<file path="src/rtl/jt51_lfo_pkg.sv">
// Shared encodings and the waveform shaper for the JT51 PM LFO.
// Noise source is built only when JT51_PM_LFO_NOISE_EN is defined.
package jt51_lfo_pkg;

  localparam int          ACC_W_DEF = 20;
  localparam logic [14:0] SEED_DEF  = 15'h7FFF;
  localparam int          PM_SHIFT  = 5;
  localparam int          MUL_STEPS = 7;

  typedef enum logic [1:0] {
    LFO_SAW = 2'd0,
    LFO_SQR = 2'd1,
    LFO_TRI = 2'd2,
    LFO_NOI = 2'd3
  } lfo_wave_e;

  typedef enum logic {
    ST_IDLE = 1'b0,
    ST_MUL  = 1'b1
  } pm_state_e;

  typedef struct packed {
    logic [7:0] mag;
    logic       neg;
  } lfo_sample_t;

  // Signed 8-bit waveform value from phase, returned as magnitude + sign.
  // |-128| = 128 still fits the unsigned 8-bit magnitude.
  function automatic lfo_sample_t lfo_shape(input logic [1:0] w,
                                            input logic [7:0] p,
                                            input logic [7:0] noise);
    logic [7:0]  v;
    logic [7:0]  tri_v;
    logic [7:0]  f2;
    lfo_sample_t s;
    f2 = {1'b0, p[5:0], 1'b0};
    case (p[7:6])
      2'd0:    tri_v = f2;
      2'd1:    tri_v = 8'd126 - f2;
      2'd2:    tri_v = 8'd0 - f2;
      default: tri_v = f2 - 8'd126;
    endcase
    case (lfo_wave_e'(w))
      LFO_SAW: v = p ^ 8'h80;
      LFO_SQR: v = p[7] ? 8'h80 : 8'h7F;
      LFO_TRI: v = tri_v;
      default: v = noise;
    endcase
    s.neg = v[7];
    s.mag = v[7] ? (8'd0 - v) : v;
    return s;
  endfunction

endpackage

</file>
<file path="src/rtl/jt51_pm_lfo_mul.sv">
// 8x7 serial shift-add multiplier: one multiplier bit per cen, LSB first.
// start loads operands; done pulses (combinationally) on the final iteration.
module jt51_pm_lfo_mul
  import jt51_lfo_pkg::*;
(
  input  logic        clk,
  input  logic        rst_n,
  input  logic        cen,
  input  logic        abort,
  input  logic        start,
  input  logic [7:0]  mcand,
  input  logic [6:0]  mplier,
  output logic        done,
  output logic [13:0] prod
);

  logic        busy_q, busy_d;
  logic [2:0]  cnt_q, cnt_d;
  logic [13:0] acc_q, acc_d;
  logic [13:0] mc_q, mc_d;
  logic [6:0]  mp_q, mp_d;
  logic [13:0] sum;
  logic        last;

  assign last = (cnt_q == 3'(MUL_STEPS - 1));
  assign sum  = acc_q + (mp_q[0] ? mc_q : 14'd0);
  assign done = cen & busy_q & ~abort & last;
  assign prod = sum;

  always_comb begin
    busy_d = busy_q;
    cnt_d  = cnt_q;
    acc_d  = acc_q;
    mc_d   = mc_q;
    mp_d   = mp_q;
    if (cen) begin
      if (abort) begin
        busy_d = 1'b0;
      end else if (start) begin
        busy_d = 1'b1;
        cnt_d  = 3'd0;
        acc_d  = 14'd0;
        mc_d   = {6'd0, mcand};
        mp_d   = mplier;
      end else if (busy_q) begin
        acc_d = sum;
        mc_d  = mc_q << 1;
        mp_d  = mp_q >> 1;
        cnt_d = cnt_q + 3'd1;
        if (last) busy_d = 1'b0;
      end
    end
  end

  always_ff @(posedge clk) begin
    if (!rst_n) begin
      busy_q <= 1'b0;
      cnt_q  <= 3'd0;
      acc_q  <= 14'd0;
      mc_q   <= 14'd0;
      mp_q   <= 7'd0;
    end else begin
      busy_q <= busy_d;
      cnt_q  <= cnt_d;
      acc_q  <= acc_d;
      mc_q   <= mc_d;
      mp_q   <= mp_d;
    end
  end

endmodule

</file>
<file path="src/rtl/jt51_pm_lfo.sv">
// JT51 PM LFO: prescaler, phase, optional noise LFSR (JT51_PM_LFO_NOISE_EN),
// waveform shaper and serial depth multiplier feeding the PM adder.
module jt51_pm_lfo
  import jt51_lfo_pkg::*;
#(
  parameter int          ACC_W = ACC_W_DEF,
  parameter logic [14:0] SEED  = SEED_DEF
) (
  input  logic       clk,
  input  logic       rst_n,
  input  logic       cen,
  input  logic       lfo_rst,
  input  logic [7:0] lfo_freq,
  input  logic [1:0] lfo_w,
  input  logic [6:0] lfo_pmd,
  output logic [8:0] pm_mod,
  output logic       pm_add,
  output logic       pm_upd
);

  logic [ACC_W-1:0] acc_q, acc_d;
  logic [ACC_W:0]   acc_inc, acc_sum;
  logic [7:0]       phase_q, phase_d;
  logic             pending_q, pending_d;
  logic             sign_q, sign_d;
  logic [8:0]       pm_mod_q, pm_mod_d;
  logic             pm_add_q, pm_add_d;
  logic             pm_upd_q, pm_upd_d;
  pm_state_e        state_q, state_d;
  logic             step, capture, mul_done;
  logic [13:0]      mul_prod;
  logic [8:0]       mod_val;
  logic [7:0]       noise_byte;
  lfo_sample_t      smp;

  assign acc_inc = {{(ACC_W-4){1'b0}}, 1'b1, lfo_freq[3:0]} << lfo_freq[7:4];
  assign acc_sum = {1'b0, acc_q} + acc_inc;
  assign step    = cen & ~lfo_rst & acc_sum[ACC_W];

`ifdef JT51_PM_LFO_NOISE_EN
  logic [14:0] lfsr_q, lfsr_d;

  always_comb begin
    lfsr_d = lfsr_q;
    if (cen) begin
      if (lfo_rst)   lfsr_d = SEED;
      else if (step) lfsr_d = {lfsr_q[13:0], lfsr_q[14] ^ lfsr_q[13]};
    end
  end

  always_ff @(posedge clk) begin
    if (!rst_n) lfsr_q <= SEED;
    else        lfsr_q <= lfsr_d;
  end

  assign noise_byte = lfsr_q[7:0];
`else
  logic unused_seed;
  assign unused_seed = ^SEED;
  assign noise_byte  = 8'h00;
`endif

  // Shaper reads the registered phase; capture happens one cen after the step.
  assign smp     = lfo_shape(lfo_w, phase_q, noise_byte);
  assign mod_val = 9'(mul_prod >> PM_SHIFT);

  jt51_pm_lfo_mul u_mul (
    .clk    (clk),
    .rst_n  (rst_n),
    .cen    (cen),
    .abort  (lfo_rst),
    .start  (capture),
    .mcand  (smp.mag),
    .mplier (lfo_pmd),
    .done   (mul_done),
    .prod   (mul_prod)
  );

  always_ff @(posedge clk) begin
    if (!rst_n) state_q <= ST_IDLE;
    else        state_q <= state_d;
  end

  always_comb begin
    state_d = state_q;
    if (cen) begin
      if (lfo_rst) begin
        state_d = ST_IDLE;
      end else begin
        case (state_q)
          ST_IDLE: if (pending_q) state_d = ST_MUL;
          ST_MUL:  if (mul_done)  state_d = ST_IDLE;
          default: state_d = ST_IDLE;
        endcase
      end
    end
  end

  always_comb begin
    capture = cen & ~lfo_rst & (state_q == ST_IDLE) & pending_q;
  end

  // Pending is a single flag, so several steps during one multiply coalesce.
  always_comb begin
    acc_d     = acc_q;
    phase_d   = phase_q;
    pending_d = pending_q;
    sign_d    = sign_q;
    pm_mod_d  = pm_mod_q;
    pm_add_d  = pm_add_q;
    pm_upd_d  = 1'b0;
    if (cen) begin
      if (lfo_rst) begin
        acc_d     = '0;
        phase_d   = 8'd0;
        pending_d = 1'b0;
        pm_mod_d  = 9'd0;
        pm_add_d  = 1'b1;
      end else begin
        acc_d = acc_sum[ACC_W-1:0];
        if (step) phase_d = phase_q + 8'd1;
        if (step)         pending_d = 1'b1;
        else if (capture) pending_d = 1'b0;
        if (capture) sign_d = smp.neg;
        if (mul_done) begin
          pm_mod_d = mod_val;
          pm_add_d = ~sign_q | (mod_val == 9'd0);
          pm_upd_d = 1'b1;
        end
      end
    end
  end

  always_ff @(posedge clk) begin
    if (!rst_n) begin
      acc_q     <= '0;
      phase_q   <= 8'd0;
      pending_q <= 1'b0;
      sign_q    <= 1'b0;
      pm_mod_q  <= 9'd0;
      pm_add_q  <= 1'b1;
      pm_upd_q  <= 1'b0;
    end else begin
      acc_q     <= acc_d;
      phase_q   <= phase_d;
      pending_q <= pending_d;
      sign_q    <= sign_d;
      pm_mod_q  <= pm_mod_d;
      pm_add_q  <= pm_add_d;
      pm_upd_q  <= pm_upd_d;
    end
  end

  assign pm_mod = pm_mod_q;
  assign pm_add = pm_add_q;
  assign pm_upd = pm_upd_q;

endmodule

</file>
<file path="config.mk">
export PLATFORM = sky130hd
export DESIGN_NAME = jt51_pm_lfo
export DESIGN_NICKNAME = d
export VERILOG_FILES = /design/src/rtl/jt51_lfo_pkg.sv /design/src/rtl/jt51_pm_lfo_mul.sv /design/src/rtl/jt51_pm_lfo.sv
export SDC_FILE = /design/constraint.sdc
export NUM_CORES = 1
export LEC_CHECK = 0
export CAP_MARGIN = 10
export CORE_MARGIN = 2
export CORE_UTILIZATION = 38
export CTS_BUF_LIST = sky130_fd_sc_hd__clkbuf_8 sky130_fd_sc_hd__clkbuf_16
export CTS_CLUSTER_DIAMETER = 50
export DETAILED_ROUTE_END_ITERATION = 10
export GPL_ROUTABILITY_DRIVEN = 0
export PLACE_DENSITY_LB_ADDON = 0.2
export SLEW_MARGIN = 5
export SYNTH_ARGS = -nofsm -noshare
export SYNTH_HDL_FRONTEND = slang
export SYNTH_SLANG_ARGS = --single-unit
</file>
<file path="constraint.sdc">
create_clock -name clk -period 7.4 [get_ports clk]
set_clock_uncertainty 0.15 [all_clocks]
set_input_delay 1.48 -clock clk [delete_from_list [all_inputs] [get_ports clk]]
set_output_delay 1.48 -clock clk [all_outputs]
set_load 0.01 [all_outputs]
</file>
==> results.sh <==
export IMPL_start_kind="input pin"
export IMPL_slew_viol_final=0
export IMPL_syn_to_final_growth_pct=12.39
export IMPL_final_cell_mix="dfxtp_1 (81), nor2_1 (53), nand2_1 (53)"
export IMPL_clock_sinks=81
export IMPL_clk_latency_ps=340
export IMPL_core_um2=13930
export IMPL_finalWirelength_mm=13.05
export IMPL_crit_chain="clkdlybuf4s50_1 -> nand2_1 -> o21ai_0 -> nor2_1 -> a21oi_1 -> nor2b_1 -> ha_1 -> a21oi_1 -> o21ai_0 -> or3_1 -> o22ai_2 -> o21a_1 -> nor2_1 -> a221o_1"
export IMPL_reg2reg_slack_ps=3800
export IMPL_tritoncts="yes"
export IMPL_p_leak_nw=2.406
export IMPL_worstPathArrival_ps=5190
export IMPL_grt_use_total=0.1796
export IMPL_drt_initial_drc_count=391
export IMPL_num_nets_final=733
export IMPL_synth_edff_count=0
export IMPL_grt_ovfl_total=0
export IMPL_die_y_um=123.4
export IMPL_setup_violations=0
export IMPL_critPathRequiredTime_ps=7470
export IMPL_dp_hpwl_mm=9.716
export IMPL_fin_util=0.4373
export IMPL_syn_inst=661
export IMPL_num_antenna_cells=0
export IMPL_numPlacedInstances=841
export IMPL_syn_nets=722
export IMPL_async_flop_share=0
export IMPL_hold_class="reg -> reg"
export IMPL_grt_start_max_net_pins=24
export IMPL_yosys_cell_types_count=71
export IMPL_die_x_um=123.4
export IMPL_avgSynthCellArea_um2=8.202
export IMPL_critPathMaxFanout=12
export IMPL_drive_above_1_share=0.04882
export IMPL_portBuffers=31
export IMPL_power_density_nw_per_um2=154.5
export IMPL_layout_cells_non_filler=856
export IMPL_rsz0062_at_grt="no"
export IMPL_ys_ff_latch=81
export IMPL_end_kind="flip-flop"
export IMPL_antenna_found_initial=0
export IMPL_hp_start="acc_q[17]$_SDFFE_PN0P_"
export IMPL_clk_pin_slew_ps=60
export IMPL_post_cts_setup_buffers=0
export IMPL_post_route_min_period_ps=5112
export IMPL_yosysWarnings=0
export IMPL_htreeDepth=3
export IMPL_cts_root_buf="clkbuf_16"
export IMPL_wl_per_cell_um=15.25
export IMPL_tns_ps=0
export IMPL_drt_pass1_iter_count=5
export IMPL_max_cap_viol_count=0
export IMPL_vias=4813
export IMPL_outcome="finished clean"
export IMPL_timing_hold_violations_final=0
export IMPL_cts_resized=0
export IMPL_grt_pass1_vias=4619
export IMPL_rr_startpoint="u_mul.mp_q[0]$_SDFFE_PN0P_"
export IMPL_avgViaCountPerCell=5.623
export IMPL_die_area_um2=15240
export IMPL_ir_drop_uv=117.1
export IMPL_cts_hold_buf=0
export IMPL_cp_slowest_cell="clkdlybuf4s50_1"
export IMPL_numCtsBuffers=9
export IMPL_fp_row_count=43
export IMPL_initial_core_util=0.3891
export IMPL_drcViolationCount=0
export IMPL_r2r_cells=12
export IMPL_critical_path_max_stage_delay_ps=670
export IMPL_fmax_mhz=195.6
export IMPL_timing_worst_slew_pin_value_ps=1060
export IMPL_path_class="in -> reg"
export IMPL_clk_path_buf_depth=2
export IMPL_yosys_most_used_dff="dfxtp_1"
export IMPL_period_share=0.6908
export IMPL_power_uw=941.7
export IMPL_io_pins=32
export IMPL_hold_depth=2
export IMPL_slew_headroom=0.2909
export IMPL_whs_endpoint="acc_q[17]$_SDFFE_PN0P_"
export IMPL_final_common_cell="dfxtp_1"
export IMPL_ys_seq_area_frac=0.2991
export IMPL_worst_r2r_endpoint="pm_add$_SDFFE_PN1P_"
export IMPL_grt_pass1_wl_mm=21.92
export IMPL_ant_nets=0
export IMPL_netlist_area_um2=5421
==> cell usage after synthesis (all sizes together) (2+ instances only) <==
master,instances,area [µm²]
or3,6,37.54
ha,38,475.5
o31ai,7,52.55
o211ai,5,42.54
o21bai,4,33.78
o22ai,7,56.30
a21oi,37,188.9
fa,2,40.04
a21o,6,52.55
a22o,30,262.8
a21boi,8,60.06
o21ai,36,183.9
a22oi,6,45.04
nand2b,14,87.58
a221o,2,20.02
nand3b,3,22.52
nand2,53,198.9
a31o,3,26.28
a31oi,6,37.54
and3,6,37.54
buf,11,62.56
nand3,9,45.04
nor3,18,90.09
and2,25,156.4
o41ai,2,25.03
or2b,2,15.01
mux2,4,45.04
o21a,9,67.56
a222oi,7,70.07
nand4,5,31.28
nor4,4,25.02
mux2i,4,40.04
clkbuf,23,86.33
o221ai,5,43.79
nor2b,30,187.7
a2bb2oi,2,17.52
nor2,54,205.2
xnor2,20,175.2
xor2,11,96.34
dfxtp,81,1622
nor3b,3,22.52
a211oi,11,95.09
inv,27,101.4
a211o,2,17.52
==> through the flow <==
stage | instance area [µm²] | worst slack, ps | hold WS, ps
global route | 6093 | 1935 | 333.5
global placement | 5831 | 2135 | 295.8
detailed placement | 5831 | 1977 | 301.1
floorplan | 5421 | 2722 | 279.7
finish | 6093 | 2288 | 305.7
CTS | 6093 | 2327 | 309.3
==> flip-flops by register name, summed over array words and instances (netlist names), 3 cells and up <==
register / cells
acc_q: 20
u_mul.acc_q: 14
u_mul.mc_q: 14
pm_mod: 9
phase_q: 8
u_mul.mp_q: 7
u_mul.cnt_q: 3
==> logic make-up after synthesis <==
logic type / share of synthesized area
buf+inv: 0.04616
compound gates: 0.2737
simple gates: 0.2202
xor+xnor: 0.05008
fa+ha+maj: 0.09509
flops: 0.2991
mux: 0.01569
==> where the power goes <==
part / internal [mW] / switching [mW]
Sequential: 0.439 / 0.00172
Clock: 0.224 / 0.180
Combinational: 0.0403 / 0.0569
==> layout make-up <==
type                    instances  area, µm²
fillers                      1353       7841
multi-input cells             519       3550
flip-flops and latches         81       1622
repair buffers                 34      332.8
clock buffers                   9      225.2
well taps                     180      225.2
inverters                      27      101.3
clock inverters                 6      37.54
==> critical path, delay by kind of cell <==
kind	cells	cell delay, ps
simple gates	5	850
fa+ha+maj	1	340
compound gates	7	1840
buf+inv	1	670
==> layer usage <==
metal  vias to the layer above  track usage  share of wire
li1                       2432            -              -
met1                      2277       0.2325           0.49
met2                        89       0.3067           0.47
met3                        15      0.03044          0.029
met4                         0      0.05043          0.011
met5                         -            0              0
==> worst max-delay path by stage <==
stage | startpoint | to | slack [ps]
after floorplan | lfo_freq[4] | phase_q[3]$_SDFFE_PN0P_ | 2720
after global placement | lfo_freq[4] | phase_q[6]$_SDFFE_PN0P_ | 2130
after detailed placement | lfo_freq[4] | phase_q[3]$_SDFFE_PN0P_ | 1980
after CTS | lfo_freq[4] | phase_q[3]$_SDFFE_PN0P_ | 2330
after global routing | lfo_freq[5] | phase_q[3]$_SDFFE_PN0P_ | 1930
final | lfo_freq[5] | phase_q[3]$_SDFFE_PN0P_ | 2290
No activity file was read; power rests on OpenSTA's default activity.
